File: config.mk
export PLATFORM = sky130hd
export DESIGN_NAME = sdram_rd_arbiter
export DESIGN_NICKNAME = d
export VERILOG_FILES = /design/src/rtl/sdram_arb_pkg.sv /design/src/rtl/arb_tag_fifo.sv /design/src/rtl/sdram_rd_arbiter.sv
export SDC_FILE = /design/constraint.sdc
export NUM_CORES = 1
export LEC_CHECK = 0
export ABC_AREA = 0
export CELL_PAD_IN_SITES_DETAIL_PLACEMENT = 2
export CELL_PAD_IN_SITES_GLOBAL_PLACEMENT = 2
export CORE_ASPECT_RATIO = 1.5
export CORE_UTILIZATION = 21
export CTS_BUF_LIST = sky130_fd_sc_hd__clkbuf_8
export DETAILED_ROUTE_END_ITERATION = 10
export PLACE_DENSITY_LB_ADDON = 0.1
export SKIP_CTS_REPAIR_TIMING = 1
export SYNTH_ARGS = -nofsm -noshare
export SYNTH_HDL_FRONTEND = slang
export SYNTH_SLANG_ARGS = --single-unit
File: constraint.sdc
create_clock -name clk -period 6.48 [get_ports clk]
set_input_delay 1.296 -clock clk [delete_from_list [all_inputs] [get_ports clk]]
set_output_delay 1.296 -clock clk [all_outputs]
set_load 0.005 [all_outputs]
File: src/rtl/sdram_arb_pkg.sv
// Shared types for the SDRAM read arbiter.
// Holds the FSM state, the return-routing tag and the depth default.
package sdram_arb_pkg;

  localparam int MAXOUT_DEF = 4;

  typedef enum logic {
    S_IDLE  = 1'b0,
    S_ISSUE = 1'b1
  } state_e;

  typedef struct packed {
    logic       owner;
    logic [7:0] beats;
  } tag_t;

endpackage

File: src/rtl/arb_tag_fifo.sv
// Show-ahead tag FIFO recording owner and length of issued bursts.
// Head is valid whenever empty is low; count is the live occupancy.
module arb_tag_fifo
  import sdram_arb_pkg::*;
#(
  parameter int DEPTH = MAXOUT_DEF,
  localparam int AW = $clog2(DEPTH)
) (
  input  logic        clk,
  input  logic        rst_n,
  input  logic        push,
  input  tag_t        din,
  input  logic        pop,
  output tag_t        head,
  output logic        full,
  output logic        empty,
  output logic [AW:0] count
);

  tag_t          mem [DEPTH];
  logic [AW-1:0] wp;
  logic [AW-1:0] rp;
  logic          do_push;
  logic          do_pop;

  assign full    = (count == (AW+1)'(DEPTH));
  assign empty   = (count == '0);
  assign do_pop  = pop && !empty;
  assign do_push = push && (!full || do_pop);
  assign head    = mem[rp];

  always_ff @(posedge clk) begin
    if (do_push) mem[wp] <= din;
  end

  always_ff @(posedge clk or negedge rst_n) begin
    if (!rst_n) begin
      wp    <= '0;
      rp    <= '0;
      count <= '0;
    end else begin
      if (do_push) wp <= wp + 1'b1;
      if (do_pop)  rp <= rp + 1'b1;
      unique case ({do_push, do_pop})
        2'b10:   count <= count + 1'b1;
        2'b01:   count <= count - 1'b1;
        default: count <= count;
      endcase
    end
  end

endmodule

File: src/rtl/sdram_rd_arbiter.sv
// Two-requester round-robin Avalon burst-read arbiter.
// Return beats are routed in issue order via a tag FIFO.
module sdram_rd_arbiter
  import sdram_arb_pkg::*;
#(
  parameter int BUSW   = 128,
  parameter int MAXOUT = MAXOUT_DEF,
  localparam int CW    = $clog2(MAXOUT) + 1
) (
  input  logic                 clk,
  input  logic                 rst_n,
  input  logic [1:0][31:0]     rq_address,
  input  logic [1:0]           rq_read,
  input  logic [1:0][7:0]      rq_burstcount,
  output logic [1:0]           rq_waitrequest,
  output logic [BUSW-1:0]      rq_readdata,
  output logic [1:0]           rq_readdatavalid,
  output logic [31:0]          avm_address,
  output logic                 avm_read,
  output logic [7:0]           avm_burstcount,
  input  logic [BUSW-1:0]      avm_readdata,
  input  logic                 avm_readdatavalid,
  input  logic                 avm_waitrequest,
  output logic [CW-1:0]        outstanding,
  output logic                 err_orphan
);

  state_e     state;
  logic       prio;
  logic       owner_q;
  logic [7:0] beat_cnt;
  logic [1:0] gnt;
  logic       sel;
  logic       can_grant;
  logic       push;
  logic       hit;
  logic       last;
  tag_t       head;
  tag_t       din;
  logic       full;
  logic       empty;

  assign can_grant = rst_n && (state == S_IDLE) && !full;

  always_comb begin
    gnt = 2'b00;
    if (can_grant) begin
      if (!prio) begin
        gnt[0] = rq_read[0];
        gnt[1] = rq_read[1] & ~rq_read[0];
      end else begin
        gnt[1] = rq_read[1];
        gnt[0] = rq_read[0] & ~rq_read[1];
      end
    end
  end

  assign sel            = gnt[1];
  assign rq_waitrequest = ~gnt;

  assign push = (state == S_ISSUE) && !avm_waitrequest;
  assign din  = '{owner: owner_q, beats: avm_burstcount};

  assign hit  = rst_n && avm_readdatavalid && !empty;
  assign last = hit && ((beat_cnt + 8'd1) == head.beats);

  assign rq_readdata      = avm_readdata;
  assign rq_readdatavalid = hit ? (head.owner ? 2'b10 : 2'b01) : 2'b00;

  arb_tag_fifo #(.DEPTH(MAXOUT)) u_fifo (
    .clk   (clk),
    .rst_n (rst_n),
    .push  (push),
    .din   (din),
    .pop   (last),
    .head  (head),
    .full  (full),
    .empty (empty),
    .count (outstanding)
  );

  always_ff @(posedge clk or negedge rst_n) begin
    if (!rst_n) begin
      state          <= S_IDLE;
      prio           <= 1'b0;
      owner_q        <= 1'b0;
      avm_read       <= 1'b0;
      avm_address    <= '0;
      avm_burstcount <= 8'd1;
    end else begin
      unique case (state)
        S_IDLE: begin
          if (|gnt) begin
            owner_q     <= sel;
            prio        <= ~sel;
            avm_address <= rq_address[sel];
            avm_read    <= 1'b1;
            state       <= S_ISSUE;
            // a zero-length request still moves one beat
            avm_burstcount <= (rq_burstcount[sel] == 8'd0)
                              ? 8'd1 : rq_burstcount[sel];
          end
        end
        S_ISSUE: begin
          if (!avm_waitrequest) begin
            avm_read <= 1'b0;
            state    <= S_IDLE;
          end
        end
        default: state <= S_IDLE;
      endcase
    end
  end

  always_ff @(posedge clk or negedge rst_n) begin
    if (!rst_n) begin
      beat_cnt   <= '0;
      err_orphan <= 1'b0;
    end else begin
      if (hit) beat_cnt <= last ? 8'd0 : beat_cnt + 8'd1;
      if (avm_readdatavalid && empty) err_orphan <= 1'b1;
    end
  end

endmodule

# After elaboration in Yosys (flattened, before gate mapping)
# Memory sizes are Yosys's and may differ from the RTL's.
# Cells that the tools add are included.
[classes]
addsub = 5
n_lt_le_gt_ge = 1
n_eq_ne = 6
mux = 19
n_bitwise = 7
reduce_logical = 19
[op_table]
columns = ["op", "n"]
rows = [
  ["$mux W32", 2],
  ["$mux W8", 4],
  ["$logic_and A1 B1 Y1", 9],
  ["$add A8 B1 Y8 const B", 1],
  ["$eq A8 B8 Y1", 1],
  ["$logic_not A8 Y1", 1],
  ["$mux W2", 4],
  ["$mux W1", 6],
  ["$pmux W3 S2", 1],
  ["$add A2 B1 Y2 const B", 2],
  ["$not A1 Y1", 4],
  ["$pmux W1 S2", 2],
  ["$reduce_and A2 Y1", 2],
  ["$add A3 B1 Y3 const B", 1],
  ["$eq A3 B3 Y1 const B", 1],
  ["$logic_not A1 Y1", 3],
  ["$logic_not A3 Y1", 1],
  ["$sub A3 B1 Y3 const B", 1],
  ["$and A1 B1 Y1", 2],
  ["$eq A2 B1 Y1 const B", 1],
  ["$eq A2 B2 Y1 const B", 1],
  ["$lt A1 B2 Y1 const B", 1],
  ["$ne A2 B1 Y1 const B", 1],
  ["$ne A2 B2 Y1 const B", 1],
  ["other kinds (4)", 4],
]
[word_totals]
reg_bits = 60
ramBits = 36
input_bits = 214
wordCells = 69
n_memories = 1
[memory_table]
columns = ["memory", "depth", "width", "read_ports", "rd_clocked_by_memory_dff", "write_ports", "line", "text"]
rows = [
  ["u_fifo.mem", 4, 9, 1, 0, 1, "arb_tag_fifo.sv:20", "tag_t mem [DEPTH];"],
]

# Longest topological paths before layout
# Gate-level depths: netlist of run 1.
[depth]
depth_word = 9
depth_mapped = 13
mapped_depth_nobuf = 12

# Cells and area by module
# From an unflattened synthesis of run 1, not the netlist that was laid out.
[hier_totals]
hier_cells = 499
area_unflattened_um2 = 5348.9
[by_module_without_submodules]
columns = ["module", "instances", "cells_per_inst", "area_each_um2", "seq_area_each_um2"]
rows = [
  ["sdram_rd_arbiter", 1, 404, 3523.4, 1327.5],
  ["arb_tag_fifo", 1, 95, 1825.5, 1256.2],
]

# Least setup slack after synthesis of run 1
# Ideal clock, no wire load.
[synth_timing]
path_type = "input-to-output"
from = "input port rq_read[0]"
to = "output port rq_waitrequest[0]"
arrival_time_ns = 2.117
required_time_ns = 5.184
setup_slack_ns = 3.067
path_stages = 4
n_path_buf = 1
cell_sequence = "inv_1 o21ai_0 clkbuf_1 nand3_1"
[synth_via]
elab_chain_cells = 4
[synth_rtl]
columns = ["element", "line", "text"]
rows = [
  ["start: declaration", "sdram_rd_arbiter.sv:13", "input logic [1:0] rq_read,"],
  ["$and A1 B1 Y1", "sdram_rd_arbiter.sv:53", "gnt[0] = rq_read[0] & ~rq_read[1];"],
  ["$mux W2 (*)", "sdram_rd_arbiter.sv:48", "if (!prio) begin"],
  ["$mux W2 (*)", "sdram_rd_arbiter.sv:47", "if (can_grant) begin"],
  ["$not A2 Y2 (*)", "sdram_rd_arbiter.sv:59", "assign rq_waitrequest = ~gnt;"],
  ["end: declaration", "sdram_rd_arbiter.sv:15", "output logic [1:0] rq_waitrequest,"],
]
# Mark *: on every way between the ends. The rest lies on a longest branch, timed or not.

# Worst setup path after layout of run 1
[layout_timing]
from = "input port rq_read[0]"
to = "output port rq_waitrequest[1]"
[layout_via]
elab_chain_cells = 5
[layout_rtl]
columns = ["element", "line", "text"]
rows = [
  ["$not A1 Y1", "sdram_rd_arbiter.sv:50", "gnt[1] = rq_read[1] & ~rq_read[0];"],
  ["$and A1 B1 Y1", "sdram_rd_arbiter.sv:50", ""],
  ["$mux W2", "sdram_rd_arbiter.sv:48", ""],
  ["$mux W2", "sdram_rd_arbiter.sv:47", ""],
  ["$not A2 Y2", "sdram_rd_arbiter.sv:59", ""],
]
# Every way passes these cells.

==> summary.txt, run 1 <==
Outcome
  – Outcome: complete, no violations

Logic synthesis
  – Cell count after synthesis: approximately 570
  – Synth warn: 0
  – Number of synthesized flops with an enable pin: 36
  – Cell Area, Synth: 0.00566 sq mm
  – Share of the synthesized area in the top cell type: approximately a quarter
  – Synth area leaders: dfrtp_1, edfxtp_1, buf_4
  – Netlist cell types: 56
  – Post-synthesis sequential area ratio: a little under half
  – Yosys top cell by area: dfrtp_1
  – Main synth FF type: dfrtp_1
  – Top-count cell post-synth: buf_4
  – Synthesis-stage register bit count: 96
  – Syn Nets: roughly 790
  – Synth cell count leaders: buf_4, dfrtp_1, nand2_1
  – Mean Syn Cell Area: approximately 10 sq um
  – Async SR Flop Fraction: 62.5%

CTS
  – CTS buffer count: 9
  – Clock sink count: 96
  – Clock Path Buffers: 2
  – Worst-Skew Late Latency: 0.39 ns
  – Clk root buf: clkbuf_8
  – CTS tree: done
  – CTS H-tree lvls: 3
  – Clock transition at path regs: roughly 0.10 ns

Timing
  – Final Cycle Share: between 60 and 70%
  – Fin. Hold Viols: 0
  – Setup tns final: 0 ns
  – Clock skew: 0.0209 ns
  – # setup viols final: 0
  – Final max-slew violation count: 0
  – RSZ-0062 raised after global routing: no
  – Rel. slew slack: 35.3%
  – Least-Margin Pin Slew: approximately 0.97 ns
  – Final min period: ~4.5 ns
  – Fmax: between 200 and 250 MHz

Global routing
  – First-pass GRT wire length: between 20000 and 30000 um
  – Largest net degree at the start of global routing: 48
  – Vias in the first global route: roughly 4700
  – Initial antenna violation count: 1
  – Grt ovf: 0
  – GRT Total Usage: 13.6%

Drt
  – Routed WL per cell: 20.0 um
  – Residual DRC: 0
  – DRT Pass-1 Iters: 4
  – Post-DR vias/cell: approximately 4.5
  – Via count: slightly above 4000
  – Drt total wl: ~18000 um
  – 1st-iter DRT viols: approximately 80
  – Routed Antenna Nets: 0

Critical path
  – Critical path launch point type: input pin
  – Worst EP required: roughly 5.2 ns
  – Crit Path Max Fanout: 38
  – CP startpoint: rq_read[0]
  – CP Class: in -> out
  – Critical path capture point type: output pin
  – Reg2reg start: u_fifo.rp[0]
  – Worst Path Arrival: about 3.2 ns

Placed design
  – Inst Count DP: slightly below 900
  – Placed cell areas: approximately 0.0064 sq mm
  – DPL Wire Length: roughly 14000 um
  – Gpl congestion: around 0.73
  – I/O Buffers: between 100 and 150

Cells and area
  – Post-route cell area: ~0.0066 sq mm
  – Final Net Count: 783
  – Share of cells above drive strength 1: 6.53%
  – Post-route insts no fill: between 900 and 1000
  – Util after Layout: between 20% and 30%
  – Ant diodes: 0
  – Synth-to-Final Area Change: 16.5%

Pwr
  – PD cells: roughly 370 mW/mm^2
  – Pleak: approximately 2.5 nW
  – Worst VDD drop: 0.101 mV

Floorplan
  – Core area: 0.0265 sq mm
  – I/O pin count: just under 400
  – Initial Util: about a fifth
  – Die X: between 100 and 150 um
  – DIE HEIGHT: 203 um
  – Die area: 0.0276 sq mm
  – Row cnt: 73

Worst hold path
  – Worst Hold Class: reg -> reg
  – Hold path start: avm_address[13]

Run
  – Maxcap violations: 0
-- cell type report --
class / count / area (sq um)
clock buffer: 10 / 138
clock inverter: 6 / 56.3
fill: 2970 / 19900
inverter: 8 / 30.0
multi-input combinational: 305 / 1970
sequential: 96 / 2580
tap: 337 / 422
timing repair buffer: 142 / 1400
-- flip-flops by register name, summed over array words and instances, names as in the netlist, 2 cells and up --
name,cells
u_fifo.count,3
u_fifo.wp,2
avm_burstcount,8
avm_address,32
u_fifo.rp,2
beat_cnt,8
u_fifo.mem,36
-- power by group --
group	internal, W	switching, W	total, W
Sequential	0.000856	0.000190	0.00105
Combinational	0.000505	0.000447	0.000952
Clock	0.000160	0.000250	0.000410
-- routing by layer --
layer / share of wire, % / track usage (%) / wire (um)
met5: 0.28 / 1.48 / 50
met4: 1.2 / 3.85 / 214
met3: 10 / 7.07 / 1800
met2: 50 / 23.0 / 9060
met1: 38 / 14.3 / 6930
-- critical path, cell delays in order --
cell and delay (ns):
clkdlybuf4s50_1 0.45, buf_4 0.34, inv_1 0.23, o21a_1 0.25
nand2_1 0.08, clkdlybuf4s50_1 0.53
-- cells by family (layout without fill, tap and decap cells) --
| group | count (synthesis) | after routing | share of synthesized area [%] |
|---|---|---|---|
| compound gates | 117 | 117 | 11.4 |
| xor+xnor | 15 | 15 | 3.21 |
| fa+ha+maj | 7 | 7 | 1.68 |
| buf+inv | 165 | 166 | 19.7 |
| flops | 96 | 96 | 45.7 |
| mux | 14 | 14 | 4.53 |
| simple gates | 152 | 152 | 13.8 |
-- placed cells by master, fill, tap and decap left out, types with 8 or more instances in the layout --
cell,n
or3_1,10
clkbuf_8,10
nor3_1,8
buf_4,8
dfrtp_1,59
edfxtp_1,36
nand2_1,55
inv_1,8
and3_1,34
o21ai_0,46
nand3_1,8
clkdlybuf4s50_1,133
nor2_1,15
a21oi_1,48
-- path summary, 6_finish.rpt --
check,to,slack [ns],cells past startpoint
worst max-delay path,rq_waitrequest[1],2.00,6
worst min-delay path,avm_address[13],0.48,2
worst max register to register,u_fifo.count[2],2.35,11
worst min register to register,avm_address[13],0.48,2
max in group asynchronous,avm_burstcount[5],4.64,2
min in group asynchronous,beat_cnt[5],0.81,1
-- through the flow --
step | power, W | hold slack, ns | setup WS (ns)
after floorplan | 0.00151 | 0.468 | 3.07
after global placement | 0.00201 | 0.461 | 2.01
after detailed placement | 0.00204 | 0.466 | 1.97
after CTS | 0.00247 | 0.497 | 1.95
after global routing | 0.00260 | 0.521 | 1.86
final | 0.00241 | 0.484 | 2.00
No activity file was read; power rests on OpenSTA's default activity.
==> run 2, diff against run 1 <==
--- a/config.mk
+++ b/config.mk
@@ -9,7 +9,7 @@
 export CELL_PAD_IN_SITES_DETAIL_PLACEMENT = 2
 export CELL_PAD_IN_SITES_GLOBAL_PLACEMENT = 2
 export CORE_ASPECT_RATIO = 1.5
-export CORE_UTILIZATION = 21
+export CORE_UTILIZATION = 20
 export CTS_BUF_LIST = sky130_fd_sc_hd__clkbuf_8
 export DETAILED_ROUTE_END_ITERATION = 10
 export PLACE_DENSITY_LB_ADDON = 0.1
==> constraint.sdc (replaced) <==
create_clock -name clk -period 4.7 [get_ports clk]
set_input_delay 0.94 -clock clk [delete_from_list [all_inputs] [get_ports clk]]
set_output_delay 0.94 -clock clk [all_outputs]
set_load 0.005 [all_outputs]
==> run 2 against run 1 <==
Compared with the run above: critical path depth grew 6; via count grew 1.1%; total power grew 37%; register-to-register slack lost 1.7 ns; core utilization shrank 0.97 points; hold slack lost 0.039 ns; cell area grew 1.1%; setup slack lost 1.3 ns; flip-flop and latch count is the same; sequential share of layout area shrank 0.43 points; clock power grew 39%; sequential power grew 35%; largest cell class unchanged.
==> summary.txt, run 2 (synthesis results as in run 1) <==
Outcome
  – Outcome: complete, no violations (unchanged)

Global routing
  – Layer carrying the most global-route usage: met2 (unchanged)
  – M2 GR Usage: 24.0% (was 23.0%)
  – Vias in the first global route: 4824 (was 4668)
  – Largest net degree at the start of global routing: 51 (was 48)
  – GR Layer Usage met3: 5.55% (was 7.07%)
  – Grt ovf: 0 (unchanged)
  – Initial antenna violation count: 0 (was 1)
  – GR Layer Usage met1: 11.9% (was 14.3%)
  – GRT Total Usage: 12.8% (was 13.6%)
  – First-pass GRT wire length: 28100 um (was 27900 um)

CTS
  – CTS H-tree lvls: 3 (unchanged)
  – Clock transition at path regs: 0.10 ns (about the same)
  – CTS buffer count: 9 (unchanged)
  – Clock Path Buffers: 2 (unchanged)
  – Clock sink count: 96 (unchanged)
  – Worst-Skew Late Latency: 0.38 ns (was 0.39 ns)
  – Clk root buf: clkbuf_8 (unchanged)
  – CTS tree: done (unchanged)

Critical path
  – Critical path capture point type: flip-flop (was output pin)
  – Crit Path Max Fanout: 10 (was 38)
  – Worst EP required: 5.01 ns (was 5.18 ns)
  – Worst Path Arrival: 4.34 ns (was 3.19 ns)
  – CP Class: reg -> reg (was in -> out)
  – Critical path launch point type: flip-flop (was input pin)

Pwr
  – Comb power frac: 39.9% (was 39.5%)
  – PD cells: 496 mW/mm^2 (was 365 mW/mm^2)
  – Psw: 0.00117 W (was 0.000887 W)
  – Sequential Power Share: 42.9% (was 43.4%)
  – Pleak: 2.57 nW (was 2.53 nW)
  – Int Pwr: 0.00214 W (was 0.00152 W)
  – Worst VDD drop: 0.126 mV (was 0.101 mV)
  – Clock power share: 17.2% (was 17.0%)
  – Switching Fraction: 35.3% (was 36.8%)

Cells and area
  – Largest regs: u_fifo.mem: 36 flops, avm_address: 32 flops (unchanged)
  – Ant diodes: 0 (unchanged)
  – Max reg flops: 36 (unchanged)
  – Commonest non-fill, non-tap cell in the layout: clkdlybuf4s50_1 (unchanged)
  – Share of cells above drive strength 1: 7.48% (was 6.53%)
  – Synth-to-Final Area Change: 17.8% (was 16.5%)
  – Biggest register: u_fifo.mem (unchanged)
  – Final Net Count: 791 (was 783)
  – Commonest non-fill, non-tap cells in the layout: clkdlybuf4s50_1, dfrtp_1, nand2_1 (unchanged)
  – Post-route insts no fill: 921 (was 904)
  – Util after Layout: 23.9% (was 24.9%)

Drt
  – Residual DRC: 0 (unchanged)
  – 1st-iter DRT viols: 91 (was 79)
  – Routed WL per cell: 19.5 um (was 20.0 um)
  – Post-DR vias/cell: 4.44 (was 4.48)
  – DRT Pass-1 Iters: 4 (unchanged)
  – Via count: 4092 (was 4046)
  – Routed Antenna Nets: 0 (unchanged)
  – Drt total wl: 17900 um (was 18100 um)

Timing
  – Rel. slew slack: 38.7% (was 35.3%)
  – Setup tns final: 0 ns (unchanged)
  – Final max-slew violation count: 0 (unchanged)
  – Least-Margin Pin Slew: 0.912 ns (was 0.970 ns)
  – # setup viols final: 0 (unchanged)
  – Fmax: approximately 250 MHz
  – Fin. Hold Viols: 0 (unchanged)
  – Final Cycle Share: around 86%
  – RSZ-0062 raised after global routing: no (unchanged)
  – Clock skew: 0.0144 ns (was 0.0209 ns)
  – Worst hold slack: 0.445 ns (was 0.484 ns)
  – Final min period: between 4 and 5 ns

Placed design
  – Inst Count DP: 905 (was 888)
  – DPL Wire Length: 13500 um (was 13600 um)
  – Gpl congestion: 0.725 (was 0.731)
  – I/O Buffers: 134 (unchanged)

Floorplan
  – Die area: 0.0290 sq mm (was 0.0276 sq mm)
  – Core area: 0.0279 sq mm (was 0.0265 sq mm)
  – Initial Util: 20.3% (was 21.4%)
  – DIE HEIGHT: 208 um (was 203 um)
  – Row cnt: 75 (was 73)
  – Die X: 139 um (was 136 um)
  – I/O pin count: 391 (unchanged)

Run
  – Maxcap violations: 0 (unchanged)

Worst hold path
  – Worst Hold Class: in -> async (was reg -> reg)
[run 2: metrics by stage]
stage                     setup WS (ns)  cell area [sq um]  total power, W
after detailed placement          0.680               6470         0.00281
final                             0.671               6660         0.00331
after floorplan                    1.41               5660         0.00208
after CTS                         0.673               6660         0.00341
after global placement            0.770               6470         0.00278
after global routing              0.504               6660         0.00358
[run 2: power groups by stage]
| stage | Sequential (W) | Clock, W | Combinational [W] |
|---|---|---|---|
| floorplan | 0.00137 | 0 | 0.000711 |
| global placement | 0.00143 | 0 | 0.00135 |
| detailed placement | 0.00145 | 0 | 0.00136 |
| CTS | 0.00143 | 0.000610 | 0.00137 |
| global route | 0.00147 | 0.000633 | 0.00148 |
| finish | 0.00142 | 0.000569 | 0.00132 |
[run 2: final timing paths]
check                             start               to  slack, ns  depth (start not counted)
max                        u_fifo.rp[0]  u_fifo.count[2]       0.67                         12
min                               rst_n       err_orphan       0.45                          1
max reg2reg                u_fifo.rp[0]  u_fifo.count[2]       0.67                         12
min reg2reg                  err_orphan       err_orphan       0.49                          1
max in group asynchronous         rst_n   avm_address[6]       3.18                          2
min in group clk             err_orphan       err_orphan       0.49                          1
[run 2: metal layers]
layer  vias to the layer above  routed length [um]  share of wire (%)
met2                       206                9790                 55
met5                         -                   0                  0
met1                      2006                6170                 34
met3                        33                1510                8.4
li1                       1847                   -                  -
met4                         0                 458                2.6
[run 2: area by class of cell]
cell class                 instances  area, sq um
sequential                        96         2580
clock buffer                       9          124
inverter                           8         30.0
clock inverter                     7         71.3
multi-input combinational        305         1970
fill                            3084        21200
tap                              346          433
timing repair buffer             150         1460
[run 2: critical path, cell delays in order, from the launching register on]
cell     delay [ns]
dfrtp_1        0.62
mux4_2         0.58
or3_1          0.34
o311a_1        0.39
or2_4          0.26
nor4_1         0.43
buf_4          0.21
o21ai_0        0.09
ha_1           0.26
fa_1           0.39
xnor2_1        0.14
nor2_1         0.11
xor2_1         0.15
==> run 3, diff against run 2 <==
--- a/config.mk
+++ b/config.mk
@@ -6,13 +6,12 @@
 export NUM_CORES = 1
 export LEC_CHECK = 0
 export ABC_AREA = 0
-export CELL_PAD_IN_SITES_DETAIL_PLACEMENT = 2
-export CELL_PAD_IN_SITES_GLOBAL_PLACEMENT = 2
-export CORE_ASPECT_RATIO = 1.5
-export CORE_UTILIZATION = 20
+export CAP_MARGIN = 20
+export CORE_AREA = 2 2 151 153
 export CTS_BUF_LIST = sky130_fd_sc_hd__clkbuf_8
 export DETAILED_ROUTE_END_ITERATION = 10
-export PLACE_DENSITY_LB_ADDON = 0.1
+export DIE_AREA = 0 0 153 155
+export SETUP_SLACK_MARGIN = 0.15
 export SKIP_CTS_REPAIR_TIMING = 1
 export SYNTH_ARGS = -nofsm -noshare
 export SYNTH_HDL_FRONTEND = slang
==> run 3 against run 2 <==
Compared with the run above: core utilization increased by 5.8 points; cell area decreased by 1.1%; combinational power decreased by 5%; critical path depth decreased by 1; fmax increased by 11%; setup slack improved by 0.41 ns; global-route usage decreased by 0.65 points; critical path type unchanged; largest cell class unchanged.
==> summary.txt, run 3 (synthesis results as in run 1) <==
Timing
  – RSZ-0062 raised after global routing: no (unchanged)
  – Final max-slew violation count: 0 (unchanged)
  – Final Cycle Share: 77.0% (was 85.7%)
  – Final min period: 3.62 ns (was 4.03 ns)
  – Fin. Hold Viols: 0 (unchanged)
  – # setup viols final: 0 (unchanged)
  – Worst hold slack: 0.484 ns (was 0.445 ns)
  – Fmax: 276 MHz (was 248 MHz)
  – Clock skew: 0.0153 ns (was 0.0144 ns)
  – Setup tns final: 0 ns (unchanged)
  – Rel. slew slack: 41.7% (was 38.7%)
  – Least-Margin Pin Slew: 0.869 ns (was 0.912 ns)

Global routing
  – GRT Total Usage: 12.2% (was 12.8%)
  – First-pass GRT wire length: 22400 um (was 28100 um)
  – Initial antenna violation count: 0 (unchanged)
  – Vias in the first global route: 3831 (was 4824)
  – Grt ovf: 0 (unchanged)
  – Largest net degree at the start of global routing: 43 (was 51)

Critical path
  – Crit path max-delay cell type: dfrtp_1 (unchanged)
  – Worst Path Arrival: 3.92 ns (was 4.34 ns)
  – Top delay family on crit path: simple AND/OR/NAND/NOR gates (unchanged)
  – Critical path capture point type: flip-flop (unchanged)
  – Buffers and inverters on the worst path: 0 (was 1)
  – Critical path launch point type: flip-flop (unchanged)
  – CP Class: reg -> reg (unchanged)
  – Flop-to-flop setup slack: 1.08 ns (was 0.67 ns)
  – Worst EP required: 5.00 ns (was 5.01 ns)
  – Crit Path Max Fanout: 11 (was 10)
  – Cell Chain, Critical Path: mux4_2 > or3_1 > o311a_1 > or2_4 > nor4_1 > o21ai_0 > ha_1 > fa_1 > xnor2_1 > nor2_1 > xor2_1 (was mux4_2 > or3_1 > o311a_1 > or2_4 > nor4_1 > buf_4 > o21ai_0 > ha_1 > fa_1 > xnor2_1 > nor2_1 > xor2_1)
  – CP max stage delay: 0.64 ns (was 0.62 ns)

Cells and area
  – Commonest non-fill, non-tap cells in the layout: clkdlybuf4s50_1, dfrtp_1, nand2_1 (unchanged)
  – Util after Layout: 29.7% (was 23.9%)
  – Commonest non-fill, non-tap cell in the layout: clkdlybuf4s50_1 (unchanged)
  – Post-route cell area: 0.00659 sq mm (was 0.00666 sq mm)
  – Largest regs: u_fifo.mem: 36 flops, avm_address: 32 flops (unchanged)
  – Synth-to-Final Area Change: 16.5% (was 17.8%)
  – Number of fill cells: 2319 (was 3084)
  – Max reg flops: 36 (unchanged)
  – Ant diodes: 0 (unchanged)
  – Final Net Count: 790 (was 791)
  – Biggest register: u_fifo.mem (unchanged)
  – Share of cells above drive strength 1: 7.67% (was 7.48%)

CTS
  – CTS buffer count: 9 (unchanged)
  – Clock transition at path regs: 0.11 ns (was 0.10 ns)
  – CTS tree: done (unchanged)
  – Clk root buf: clkbuf_8 (unchanged)
  – Clock sink count: 96 (unchanged)
  – Clock Path Buffers: 2 (unchanged)
  – Worst-Skew Late Latency: 0.38 ns (about the same)
  – CTS H-tree lvls: 3 (unchanged)

Floorplan
  – I/O pin count: 391 (unchanged)
  – Initial Util: 25.5% (was 20.3%)
  – Core area: 0.0222 sq mm (was 0.0279 sq mm)
  – Die X: 153 um (was 139 um)
  – Row cnt: 55 (was 75)
  – DIE HEIGHT: 155 um (was 208 um)
  – Die area: 0.0237 sq mm (was 0.0290 sq mm)

Drt
  – Via count: 3933 (was 4092)
  – Routed Antenna Nets: 0 (unchanged)
  – DRT Pass-1 Iters: 4 (unchanged)
  – Post-DR vias/cell: 4.58 (was 4.44)
  – Routed WL per cell: 16.9 um (was 19.5 um)
  – Drt total wl: 14500 um (was 17900 um)
  – 1st-iter DRT viols: 219 (was 91)
  – Residual DRC: 0 (unchanged)

Pwr
  – PD cells: 493 mW/mm^2 (was 496 mW/mm^2)
  – Pleak: 2.57 nW (about the same)
  – Worst VDD drop: 0.186 mV (was 0.126 mV)

Run
  – Maxcap violations: 0 (unchanged)

Placed design
  – Gpl congestion: 0.744 (was 0.725)
  – Placed cell areas: 0.00638 sq mm (was 0.00647 sq mm)
  – I/O Buffers: 134 (unchanged)
  – DPL Wire Length: 11000 um (was 13500 um)

Worst hold path
  – Worst Hold Class: reg -> reg (was in -> async)

Outcome
  – Outcome: complete, no violations (unchanged)
-- run 3: changes by cell type in the layout (fill, tap and decap cells not counted), sizes merged --
| cell | change |
|---|---|
| buf | -1 |
| clkinv | +1 |
| inv | -1 |
-- run 3: tightest hold or removal path, delay by kind of cell (launching register included) --
kind,cells,cell delay [ns]
flops,1,0.35
simple gates,1,0.05
compound gates,1,0.06
-- run 3: area by class of cell --
type,instances,area (sq um),area share [%]
Sequential cell,96,2580,39.2
Multi-Input combinational cell,305,1970,29.8
Timing Repair Buffer,149,1450,22.0
Tap cell,285,357,5.41
Clock buffer,9,124,1.88
Clock inverter,7,85.1,1.29
Inverter,8,30.0,0.455
-- run 3: metal layers --
layer  global-route usage [%]  vias to the layer above  share of wire (%)
li1                         -                     1847                  -
met1                     15.1                     1825                 42
met2                     16.6                      237                 41
met3                     8.72                       22                 15
met4                     3.48                        2                1.1
met5                     1.45                        -               0.32
-- run 3: worst paths after layout --
path,from,endpoint,cells past startpoint
max,u_fifo.rp[1],u_fifo.count[2],11
min in group asynchronous,rst_n,beat_cnt[1],2
min,avm_address[25],avm_address[25],2
max in group asynchronous,rst_n,avm_address[7],2
max reg2reg,u_fifo.rp[1],u_fifo.count[2],11
min reg2reg,avm_address[25],avm_address[25],2
-- run 3: report_power, final --
group | leakage (nW) | total [W] | switching, W | internal (W)
Clock | 0.103 | 0.000575 | 0.000320 | 0.000255
Combinational | 1.43 | 0.00126 | 0.000559 | 0.000706
Sequential | 1.04 | 0.00141 | 0.000229 | 0.00118
Total | 2.57 | 0.00325 | 0.00111 | 0.00214
-- run 3: through the flow --
step                worst slack [ns]  cells  power [W]
detailed placement              1.09    843    0.00271
global placement                1.13    843    0.00269
global route                   0.795    859    0.00352
CTS                             1.03    859    0.00331
finish                          1.08    859    0.00325
floorplan                       1.41    566    0.00208
